File: src/rtl/ring_buffer_reader.sv
`default_nettype none
// ============================================================================
// ring_buffer_reader: consumer side of a memory-resident command ring.
// Optional RB_PTR_CHECK_EN rejects write pointers with non-zero upper bits.
// Revision: 1.0
// ============================================================================
module ring_buffer_reader #(
    parameter int DATA_W      = 32,
    parameter int ADDR_W      = 15,
    parameter int PTR_W       = 4,
    parameter int RD_PTR_ADDR = 1,
    parameter int WR_PTR_ADDR = 2,
    parameter int DATA_BASE   = 3,
    parameter int MAX_BATCH   = 4,
    parameter int TIMEOUT     = 10
) (
    input  logic              clk,
    input  logic              rst,
    output logic              mem_enable,
    output logic              mem_readWrite,
    output logic [ADDR_W-1:0] mem_address,
    output logic [DATA_W-1:0] mem_DataWrite,
    input  logic [DATA_W-1:0] mem_DataOut,
    input  logic              mem_done,
    output logic [DATA_W-1:0] out_data,
    output logic              out_valid,
    input  logic              out_ready,
    output logic [PTR_W-1:0]  occupancy,
    output logic              timeout_err,
    output logic              ptr_err
);

    localparam int C_BATCH_W = $clog2(MAX_BATCH + 1);
    localparam int C_TIMER_W = $clog2(TIMEOUT + 1);
    localparam logic [C_BATCH_W-1:0] C_MAX_BATCH  = C_BATCH_W'(MAX_BATCH);
    localparam logic [C_TIMER_W-1:0] C_TIMER_LAST = C_TIMER_W'(TIMEOUT - 1);

    typedef enum logic [3:0] {
        ST_IDLE     = 4'd0,
        ST_WP_REQ   = 4'd1,
        ST_WP_WAIT  = 4'd2,
        ST_CHECK    = 4'd3,
        ST_DAT_REQ  = 4'd4,
        ST_DAT_WAIT = 4'd5,
        ST_PRESENT  = 4'd6,
        ST_WB_REQ   = 4'd7,
        ST_WB_WAIT  = 4'd8
    } state_t;

    state_t              state_q, state_d;
    logic [PTR_W-1:0]    rd_ptr_q, rd_ptr_d;
    logic [PTR_W-1:0]    wr_ptr_q, wr_ptr_d;
    logic [C_BATCH_W-1:0] batch_q, batch_d;
    logic [C_TIMER_W-1:0] timer_q, timer_d;
    logic [ADDR_W-1:0]   addr_q, addr_d;
    logic                rw_q, rw_d;
    logic [DATA_W-1:0]   wdata_q, wdata_d;
    logic [DATA_W-1:0]   data_q, data_d;
    logic                valid_q, valid_d;
    logic                tmo_q, tmo_d;
    logic                perr_q, perr_d;

    logic                w_in_wait;
    logic                w_expired;
    logic                w_ptr_bad;
    logic [PTR_W-1:0]    w_rd_inc;
    logic [C_BATCH_W-1:0] w_batch_inc;

`ifdef RB_PTR_CHECK_EN
    assign w_ptr_bad = |mem_DataOut[DATA_W-1:PTR_W];
`else
    assign w_ptr_bad = 1'b0;
`endif

    assign w_in_wait   = (state_q == ST_WP_WAIT) || (state_q == ST_DAT_WAIT) || (state_q == ST_WB_WAIT);
    assign w_expired   = w_in_wait && !mem_done && (timer_q == C_TIMER_LAST);
    assign w_rd_inc    = rd_ptr_q + 1'b1;
    assign w_batch_inc = batch_q + 1'b1;

    always_comb begin
        state_d  = state_q;
        rd_ptr_d = rd_ptr_q;
        wr_ptr_d = wr_ptr_q;
        batch_d  = batch_q;
        timer_d  = '0;
        addr_d   = addr_q;
        rw_d     = rw_q;
        wdata_d  = wdata_q;
        data_d   = data_q;
        valid_d  = valid_q;
        tmo_d    = 1'b0;
        perr_d   = 1'b0;

        if (w_in_wait && !mem_done && !w_expired) begin
            timer_d = timer_q + 1'b1;
        end
        if (w_expired) begin
            tmo_d = 1'b1;
        end

        case (state_q)
            ST_IDLE:    state_d = ST_WP_REQ;
            ST_WP_REQ:  state_d = ST_WP_WAIT;
            ST_WP_WAIT: begin
                if (mem_done) begin
                    if (w_ptr_bad) begin
                        perr_d  = 1'b1;
                        state_d = ST_IDLE;
                    end else begin
                        wr_ptr_d = mem_DataOut[PTR_W-1:0];
                        state_d  = ST_CHECK;
                    end
                end else if (w_expired) begin
                    state_d = ST_IDLE;
                end
            end
            ST_CHECK: begin
                if (rd_ptr_q == wr_ptr_q) begin
                    state_d = ST_IDLE;
                end else begin
                    batch_d = '0;
                    state_d = ST_DAT_REQ;
                end
            end
            ST_DAT_REQ: state_d = ST_DAT_WAIT;
            ST_DAT_WAIT: begin
                if (mem_done) begin
                    data_d  = mem_DataOut;
                    valid_d = 1'b1;
                    state_d = ST_PRESENT;
                end else if (w_expired) begin
                    state_d = ST_IDLE;
                end
            end
            ST_PRESENT: begin
                if (out_ready) begin
                    valid_d  = 1'b0;
                    rd_ptr_d = w_rd_inc;
                    batch_d  = w_batch_inc;
                    if ((w_rd_inc != wr_ptr_q) && (w_batch_inc < C_MAX_BATCH)) begin
                        state_d = ST_DAT_REQ;
                    end else begin
                        state_d = ST_WB_REQ;
                    end
                end
            end
            ST_WB_REQ:  state_d = ST_WB_WAIT;
            ST_WB_WAIT: begin
                if (mem_done) begin
                    state_d = ST_IDLE;
                end else if (w_expired) begin
                    // rd_ptr has already advanced, so the writeback must be retried
                    state_d = ST_WB_REQ;
                end
            end
            default:    state_d = ST_IDLE;
        endcase

        // Request fields are loaded on entry to a *_REQ state and held afterwards
        if (state_d != state_q) begin
            case (state_d)
                ST_WP_REQ: begin
                    addr_d = ADDR_W'(WR_PTR_ADDR);
                    rw_d   = 1'b1;
                end
                ST_DAT_REQ: begin
                    addr_d = ADDR_W'(DATA_BASE) + ADDR_W'(rd_ptr_d);
                    rw_d   = 1'b1;
                end
                ST_WB_REQ: begin
                    addr_d  = ADDR_W'(RD_PTR_ADDR);
                    rw_d    = 1'b0;
                    wdata_d = DATA_W'(rd_ptr_d);
                end
                default: ;
            endcase
        end
    end

    always_ff @(posedge clk or posedge rst) begin
        if (rst) begin
            state_q  <= ST_IDLE;
            rd_ptr_q <= '0;
            wr_ptr_q <= '0;
            batch_q  <= '0;
            timer_q  <= '0;
            addr_q   <= '0;
            rw_q     <= 1'b1;
            wdata_q  <= '0;
            data_q   <= '0;
            valid_q  <= 1'b0;
            tmo_q    <= 1'b0;
            perr_q   <= 1'b0;
        end else begin
            state_q  <= state_d;
            rd_ptr_q <= rd_ptr_d;
            wr_ptr_q <= wr_ptr_d;
            batch_q  <= batch_d;
            timer_q  <= timer_d;
            addr_q   <= addr_d;
            rw_q     <= rw_d;
            wdata_q  <= wdata_d;
            data_q   <= data_d;
            valid_q  <= valid_d;
            tmo_q    <= tmo_d;
            perr_q   <= perr_d;
        end
    end

    assign mem_enable    = (state_q == ST_WP_REQ) || (state_q == ST_DAT_REQ) || (state_q == ST_WB_REQ);
    assign mem_readWrite = rw_q;
    assign mem_address   = addr_q;
    assign mem_DataWrite = wdata_q;
    assign out_data      = data_q;
    assign out_valid     = valid_q;
    assign occupancy     = wr_ptr_q - rd_ptr_q;
    assign timeout_err   = tmo_q;
    assign ptr_err       = perr_q;

endmodule
`default_nettype wire
File: config.mk
export PLATFORM = sky130hd
export DESIGN_NAME = ring_buffer_reader
export DESIGN_NICKNAME = d
export VERILOG_FILES = /design/src/rtl/ring_buffer_reader.sv
export SDC_FILE = /design/constraint.sdc
export NUM_CORES = 1
export LEC_CHECK = 0
export ABC_AREA = 1
export BUFFER_PORTS_ARGS = -buffer_cell sky130_fd_sc_hd__buf_2
export CORE_MARGIN = 2
export CORE_UTILIZATION = 54
export DETAILED_ROUTE_END_ITERATION = 16
export PLACE_DENSITY = 0.86
export SLEW_MARGIN = 25
export SYNTH_ARGS = -nofsm -noshare
export SYNTH_HDL_FRONTEND = slang
export SYNTH_SLANG_ARGS = --single-unit
File: constraint.sdc
create_clock -name clk -period 3.92 [get_ports clk]
set_clock_uncertainty 0.1 [all_clocks]
set_input_delay 0.588 -clock clk [delete_from_list [all_inputs] [get_ports clk]]
set_output_delay 0.588 -clock clk [all_outputs]
set_load 0.01 [all_outputs]
==> results of run 1 <==
layer usage:
metal / track usage / up-vias
met5: 0 / -
met4: 0.09687 / 0
met3: 0.06163 / 10
met2: 0.3358 / 106
met1: 0.2243 / 1197
li1: - / 1216
flip-flops by register name, indices dropped and copies added, names as in the netlist:
signal / cells
state_q: 4
mem_readWrite: 1
mem_address: 5
out_data: 32
out_valid: 1
timer_q: 4
rd_ptr_q: 4
batch_q: 3
mem_DataWrite: 4
wr_ptr_q: 4
timeout_err: 1
power groups by stage:
stage,clock [mW],sequential (mW),combinational [mW]
2_1_floorplan,0,1.20,1.02
4_1_cts,0.518,1.12,1.57
6_report,0.508,1.12,1.55
3_5_place_dp,0,1.13,1.56
3_3_place_gp,0,1.11,1.51
5_1_grt,0.542,1.15,1.74
metrics by stage:
step | util | total power [mW] | setup slack [ns] | hold slack, ns | instances
global route | 0.6518 | 3.434 | 1.310 | 0.2224 | 517
CTS | 0.6518 | 3.206 | 1.448 | 0.1921 | 517
floorplan | - | 2.219 | 1.664 | 0.3530 | 385
detailed placement | 0.6224 | 2.686 | 1.775 | 0.3741 | 501
global placement | 0.6224 | 2.628 | 1.861 | 0.3545 | 501
finish | 0.6518 | 3.182 | 1.448 | 0.1777 | 517
layout make-up:
type                       instances  area [µm²]  area share
inverter                          45       168.9     0.04326
clock inverter                     3       17.52    0.004486
multi-input combinational        233        1460      0.3739
sequential                        63        1578      0.4040
tap                               75       93.84     0.02403
clock buffer                      13       158.9     0.04069
timing repair buffer              85       427.9      0.1096
kinds of logic after synthesis:
group                    count (synthesis)  share of synthesized area
flip-flops                              63                     0.4655
XOR/XNOR                                 8                    0.02289
buffers and inverters                   89                     0.1458
AO/OA/AOI/OAI                           27                    0.05537
multiplexers                            28                    0.09302
other                                    1                   0.001106
AND/OR/NAND/NOR                        122                     0.1809
adder cells (fa/ha/maj)                  9                    0.03544
cell usage after synthesis:
library cell	number	area share
nor2_8	1	0.0059
nand2_1	69	0.076
fa_1	1	0.0059
buf_8	1	0.0044
ha_1	8	0.030
a21boi_2	1	0.0033
o31a_1	1	0.0026
o21ai_0	11	0.016
conb_1	1	0.0011
nand2_2	3	0.0055
nand3b_1	1	0.0022
nor2_2	5	0.0092
o211ai_1	2	0.0044
mux2_2	28	0.093
xnor2_1	3	0.0078
clkbuf_1	2	0.0022
a31oi_1	1	0.0018
xor2_1	4	0.010
nand3_2	3	0.0089
nand2_4	1	0.0033
clkinv_1	2	0.0022
dfrtp_1	62	0.46
inv_1	38	0.042
nand3_1	13	0.019
nand3_4	4	0.021
dfstp_2	1	0.0078
nor2_1	15	0.017
o21ai_4	1	0.0048
inv_2	5	0.0055
a21oi_1	3	0.0044
o21a_1	1	0.0022
xnor2_2	1	0.0048
buf_2	2	0.0030
a22o_1	2	0.0052
o21ai_2	4	0.010
buf_4	39	0.086
nand4_1	7	0.013
worst reg2reg max path: stages, from the launching register on:
cell and delay (ns):
dfrtp_1 0.44, ha_1 0.38, inv_1 0.08, nand2_1 0.05
nand3_1 0.08, nor2_1 0.05, nand2_1 0.06, nand2_1 0.06
nand2_1 0.12, nand2_1 0.08, nor2_2 0.17, nand3_4 0.14
nand2_1 0.12, nand2_1 0.07, nand2_1 0.06, nand2_1 0.04
worst max path at each step:
stage,from,to,slack (ns),cells after the start
6_report,rd_ptr_q[2],occupancy[3],1.45,6
2_1_floorplan,rst,batch_q[0],1.66,1
5_1_grt,rd_ptr_q[2],occupancy[3],1.31,6
3_5_place_dp,rd_ptr_q[0],mem_address[1],1.77,15
3_3_place_gp,rd_ptr_q[0],occupancy[2],1.86,4
4_1_cts,rd_ptr_q[0],occupancy[2],1.45,4
==> qor.txt, run 1 <==
Status: completed
Antenna viol nets, final: 0
Commonest non-fill, non-tap cell in the layout: buf_2
Logic pwr share: 0.488
Achievable frequency: 0.4046 GHz
Crit path largest cell delay: 0.41 ns
Starting Density: 0.5658
Setup tns final: 0 ns
Antenna diodes: 0
Switch Pwr: 1.336 mW
Top delay family on crit path: flip-flops
Post-CTS setup repair buffer count: 0
Maxcap violations: 0
Crit. End Element: primary output
CTS buffer count: 9
Worst Setup Start Kind: flop
Max_slew headroom: 0.4866
CP max FO: 5
Unrepaired setup endpoints after global routing: no
Finished Cell Area: 3905 µm²
RR Startpoint: rd_ptr_q[0]
Number of sinks on the clock net: 63
DRC viols: 0
Initial antenna violation count: 0
Routed wl met3: 555 µm
Final min period: 2.472 ns
Peak supply drop: 0.4319 mV
Vias in the first global route: 2541
Crit path kind: reg2out
Top sig layer: met4
CTS tree: done
Global route overflow: 0
Number of synthesized register bits: 63
Most frequent cells in the layout: buf_2 (84), nand2_1 (69), dfrtp_1 (62)
# H-tree levels: 3
Final #Nets: 482
Drt via density: 4.892
Internal Power: 1.847 mW
R2R Setup Slk: 1.74 ns
Cell Chain, Critical Path: inv_1 -> ha_1 -> nand2_1 -> o21ai_0 -> xor2_1 -> buf_2
Final Routed Wirelength: 6575 µm
Cts-stage hold buffer count: 0
Seq/Total Area, Yosys: 0.4655
Largest net degree at the start of global routing: 39
Worst EP arrival: 1.78 ns
Gpl congestion: 0.9035
Syn-to-layout area delta: 15.21%
Mapped Cells: 347
Avg WL per Cell: 12.72 µm
HP Class: in2async
Layout cell share with drive strength beyond 1: 0.3575
Die Height: 83.23 µm
Row cnt: 28
Final setup fails: 0
Synth warn: 0
Die area: 6926 µm²
Core footprint: 5991 µm²
Pleak: 2.196 nW
Drt first-iter violations: 103
HPWL Detailed: 5127 µm
Final Cycle Share: 0.6306
M1 wire length: 2629 µm
I/O pin count: 124
Switching share of power: 0.4197
Worst r2r path cells: 15
Mapped cell area: 3390 µm²
Required time worst endpoint: 3.23 ns
Post-CTS Resized: 0
Final Hold Viols: 0
Filler Cells Inserted: 496
Synthesized area per cell: 9.768 µm²
Root buf cell: clkbuf_8
Slew @ Worst Pin: 0.7673 ns
GRT Total Usage: 0.1974
First-pass GRT wire length: 11050 µm
Drt pass-1 iters: 4
Worst path buffer plus inverter count: 2
Post-place instance area: 3729 µm²
Reg power frac: 0.353
Clock Tree Buf Depth: 2
Netlist cell types: 37
Port bufs: 84
Die Width: 83.23 µm
RR Endpoint: mem_address[1]
Slowest cell on crit path: dfrtp_1
Vias: 2529
Clock latency on the worst-skew pair: 0.34 ns
Pwr/cell area: 814.9 nW/µm²
Reg clk slew, reported paths: 0.07 ns
Met2 WL: 3279 µm
Clock power share: 0.160
Slew Viols, Final: 0
Note: power is estimated with default switching activity, not from simulation.
==> run 2, diff against run 1 <==
--- a/config.mk
+++ b/config.mk
@@ -5,12 +5,12 @@
 export SDC_FILE = /design/constraint.sdc
 export NUM_CORES = 1
 export LEC_CHECK = 0
-export ABC_AREA = 1
+export ABC_AREA = 0
 export BUFFER_PORTS_ARGS = -buffer_cell sky130_fd_sc_hd__buf_2
 export CORE_MARGIN = 2
-export CORE_UTILIZATION = 54
+export CORE_UTILIZATION = 50
 export DETAILED_ROUTE_END_ITERATION = 16
-export PLACE_DENSITY = 0.86
+export PLACE_DENSITY = 0.81
 export SLEW_MARGIN = 25
 export SYNTH_ARGS = -nofsm -noshare
 export SYNTH_HDL_FRONTEND = slang
==> constraint.sdc (replaced) <==
create_clock -name clk -period 2.45 [get_ports clk]
set_clock_uncertainty 0.1 [all_clocks]
set_input_delay 0.3675 -clock clk [delete_from_list [all_inputs] [get_ports clk]]
set_output_delay 0.3675 -clock clk [all_outputs]
set_load 0.01 [all_outputs]
==> qor.txt, run 2 <==
Syn-to-layout area delta: 18.50%
Drt first-iter violations: 73
Status: completed
Share of the synthesized area in the top cell type: 0.4534
Layout cell share with drive strength beyond 1: 0.4555
Final Routed Wirelength: 6663 µm
Final #Nets: 433
Mapped Cells: 287
# placed instances: 454
FFs w/ async S/R, synth: 1.000
Drt via density: 5.017
HP Class: in2reg
Worst EP arrival: 2.48 ns
Most frequent cells in the layout: buf_2 (84), dfrtp_1 (61), mux2_2 (40)
Sequential cell area: 1579 µm²
Worst Min Path Start: mem_DataOut[29]
Drt pass-1 iters: 4
Clock Tree Buf Depth: 2
Netlist cell types: 60
Hold Slack: 0.1531 ns
Root buf cell: clkbuf_8
Slew @ Worst Pin: 0.5422 ns
GRT Total Usage: 0.1898
Pwr/cell area: 1420 nW/µm²
Mapped cell area: 3422 µm²
CP max FO: 5
Commonest non-fill, non-tap cell in the layout: buf_2
Finished Cell Area: 4055 µm²
Crit path kind: reg2reg
Antenna diodes: 0
R2R Setup Slk: 0.09 ns
Final Hold Viols: 0
Post-Route Utilization: 0.6035
Slew Viols, Final: 0
Gpl congestion: 0.8657
Crit. End Element: flop
Worst r2r path cells: 8
Count leader, synth: dfrtp_1
Vias in the first global route: 2357
RR Endpoint: mem_DataWrite[0]
Row cnt: 30
Hold depth: 2
Required time worst endpoint: 2.57 ns
RR Startpoint: rd_ptr_q[0]
Number of sinks on the clock net: 63
Filler Cells Inserted: 551
Flip-flop count of the largest register after layout: 32
Hold EP: out_data[29]
Worst Setup Start Kind: flop
Final min period: 2.360 ns
EDFF count, synth: 0
Avg WL per Cell: 14.09 µm
Achievable frequency: 0.4238 GHz
Peak supply drop: 0.8221 mV
Pleak: 2.000 nW
Initial antenna violation count: 0
Max_slew headroom: 0.6352
Top post-synthesis cells by area: dfrtp_1 (45%), mux2_2 (13%), buf_4 (8.6%)
Number of synthesized register bits: 63
Final Non-Filler Cells: 473
First-pass GRT wire length: 11060 µm
List of most frequent post-synthesis cells: dfrtp_1 (62), mux2_2 (40), buf_4 (39), inv_1 (17), nor2_1 (15)
Area leader, netlist: dfrtp_1
Unrepaired setup endpoints after global routing: yes
CTS tree: done
Maxcap violations: 0
Setup tns final: 0 ns
Die Width: 86.73 µm
HPWL Detailed: 5047 µm
Seq/Total Area, Yosys: 0.4611
Synthesized area per cell: 11.92 µm²
Die area: 7522 µm²
DRC viols: 0
Post-place instance area: 3820 µm²
Prevailing post-synth register cell: dfrtp_1
I/O pin count: 124
Antenna viol nets, final: 0
Synth warn: 0
Final Cycle Share: 0.9632
Reg clk slew, reported paths: 0.07 ns
Port bufs: 84
Core footprint: 6719 µm²
Vias: 2373
Die Height: 86.73 µm
# H-tree levels: 3
Clock latency on the worst-skew pair: 0.34 ns
Multi-input gate area: 1562 µm²
Final setup fails: 0
Starting Density: 0.5093
Global route overflow: 0
CTS buffer count: 9
Largest net degree at the start of global routing: 42
==> run 2: cell count changes in the layout (fill, tap and decap cells not counted), moves of 5 or more <==
cell | previous run | this run
nand2_1 | 69 | 13
nand3_1 | 13 | 4
inv_1 | 37 | 16
inv_2 | 6 | 1
mux2_2 | 28 | 40
nand4_1 | 7 | 0
o21ai_0 | 11 | 6
nor2_2 | 5 | 0
buf_4 | 1 | 14
==> run 2: cell type report <==
cell class	count	share of cell area
multi-input cells	196	0.3851
repair buffers	100	0.1370
clock inverters	6	0.01512
inverters	18	0.01728
flip-flops and latches	63	0.3894
clock buffers	10	0.03147
well taps	80	0.02468
==> run 2: cell families (layout without fill, tap and decap cells) <==
| kind of cell | Yosys count | after routing | share of synthesized area |
|---|---|---|---|
| flip-flops | 63 | 63 | 0.4611 |
| AND/OR/NAND/NOR | 54 | 54 | 0.09726 |
| XOR/XNOR | 14 | 14 | 0.04205 |
| buffers and inverters | 66 | 134 | 0.1302 |
| other | 1 | 39 | 0.001096 |
| adder cells (fa/ha/maj) | 9 | 9 | 0.03510 |
| AO/OA/AOI/OAI | 39 | 39 | 0.09872 |
| multiplexers | 41 | 41 | 0.1346 |
==> run 2: routing by layer <==
metal | vias up | share of wire | GRT usage | routed length, µm
met5 | - | 0 | 0 | 0
met4 | 0 | 0.020 | 0.09233 | 131
li1 | 1110 | - | - | -
met3 | 11 | 0.076 | 0.04857 | 504
met1 | 1129 | 0.43 | 0.2455 | 2879
met2 | 123 | 0.47 | 0.2979 | 3148
==> run 2: worst max-delay path by stage <==
stage	cells after the start	slack [ns]	to	startpoint
finish	8	0.09	mem_DataWrite[0]	rd_ptr_q[0]
global route	8	-0.03	mem_DataWrite[0]	rd_ptr_q[2]
CTS	8	0.08	mem_DataWrite[0]	rd_ptr_q[0]
detailed placement	8	0.08	mem_DataWrite[2]	rd_ptr_q[0]
global placement	9	0.16	mem_address[2]	state_q[2]
floorplan	8	0.17	mem_DataWrite[0]	rd_ptr_q[0]
==> run 2: worst max-delay path: stages (launching register included) <==
cell and delay [ns]:
dfrtp_1 0.40, ha_1 0.22, xnor3_1 0.36, nand3_1 0.13, o21ai_2 0.11, a211oi_4 0.37, inv_4 0.07, nand3_2 0.13
mux2_2 0.34
==> run 2: where the power goes <==
part / switching, mW / leakage [nW] / internal, mW
registers: 0.347 / 0.770 / 1.52
clock network: 0.398 / 0.0960 / 0.466
logic: 1.55 / 1.13 / 1.48
==> run 2: through the flow <==
step                      worst slack (ns)  total power [mW]
after floorplan                     0.1666             3.953
after global placement              0.1629             4.724
after detailed placement           0.08252             4.814
after CTS                          0.07507             5.702
after global routing              -0.03057             6.192
final                              0.09014             5.757
==> run 2: repair_timing <==
action / in CTS / in global routing
hold buffers: 1 / 0
endpoints found under the setup margin: 0 / 8
setup buffers: 0 / 2
resized for setup: 0 / 6
endpoints found under the hold margin: 22 / 0
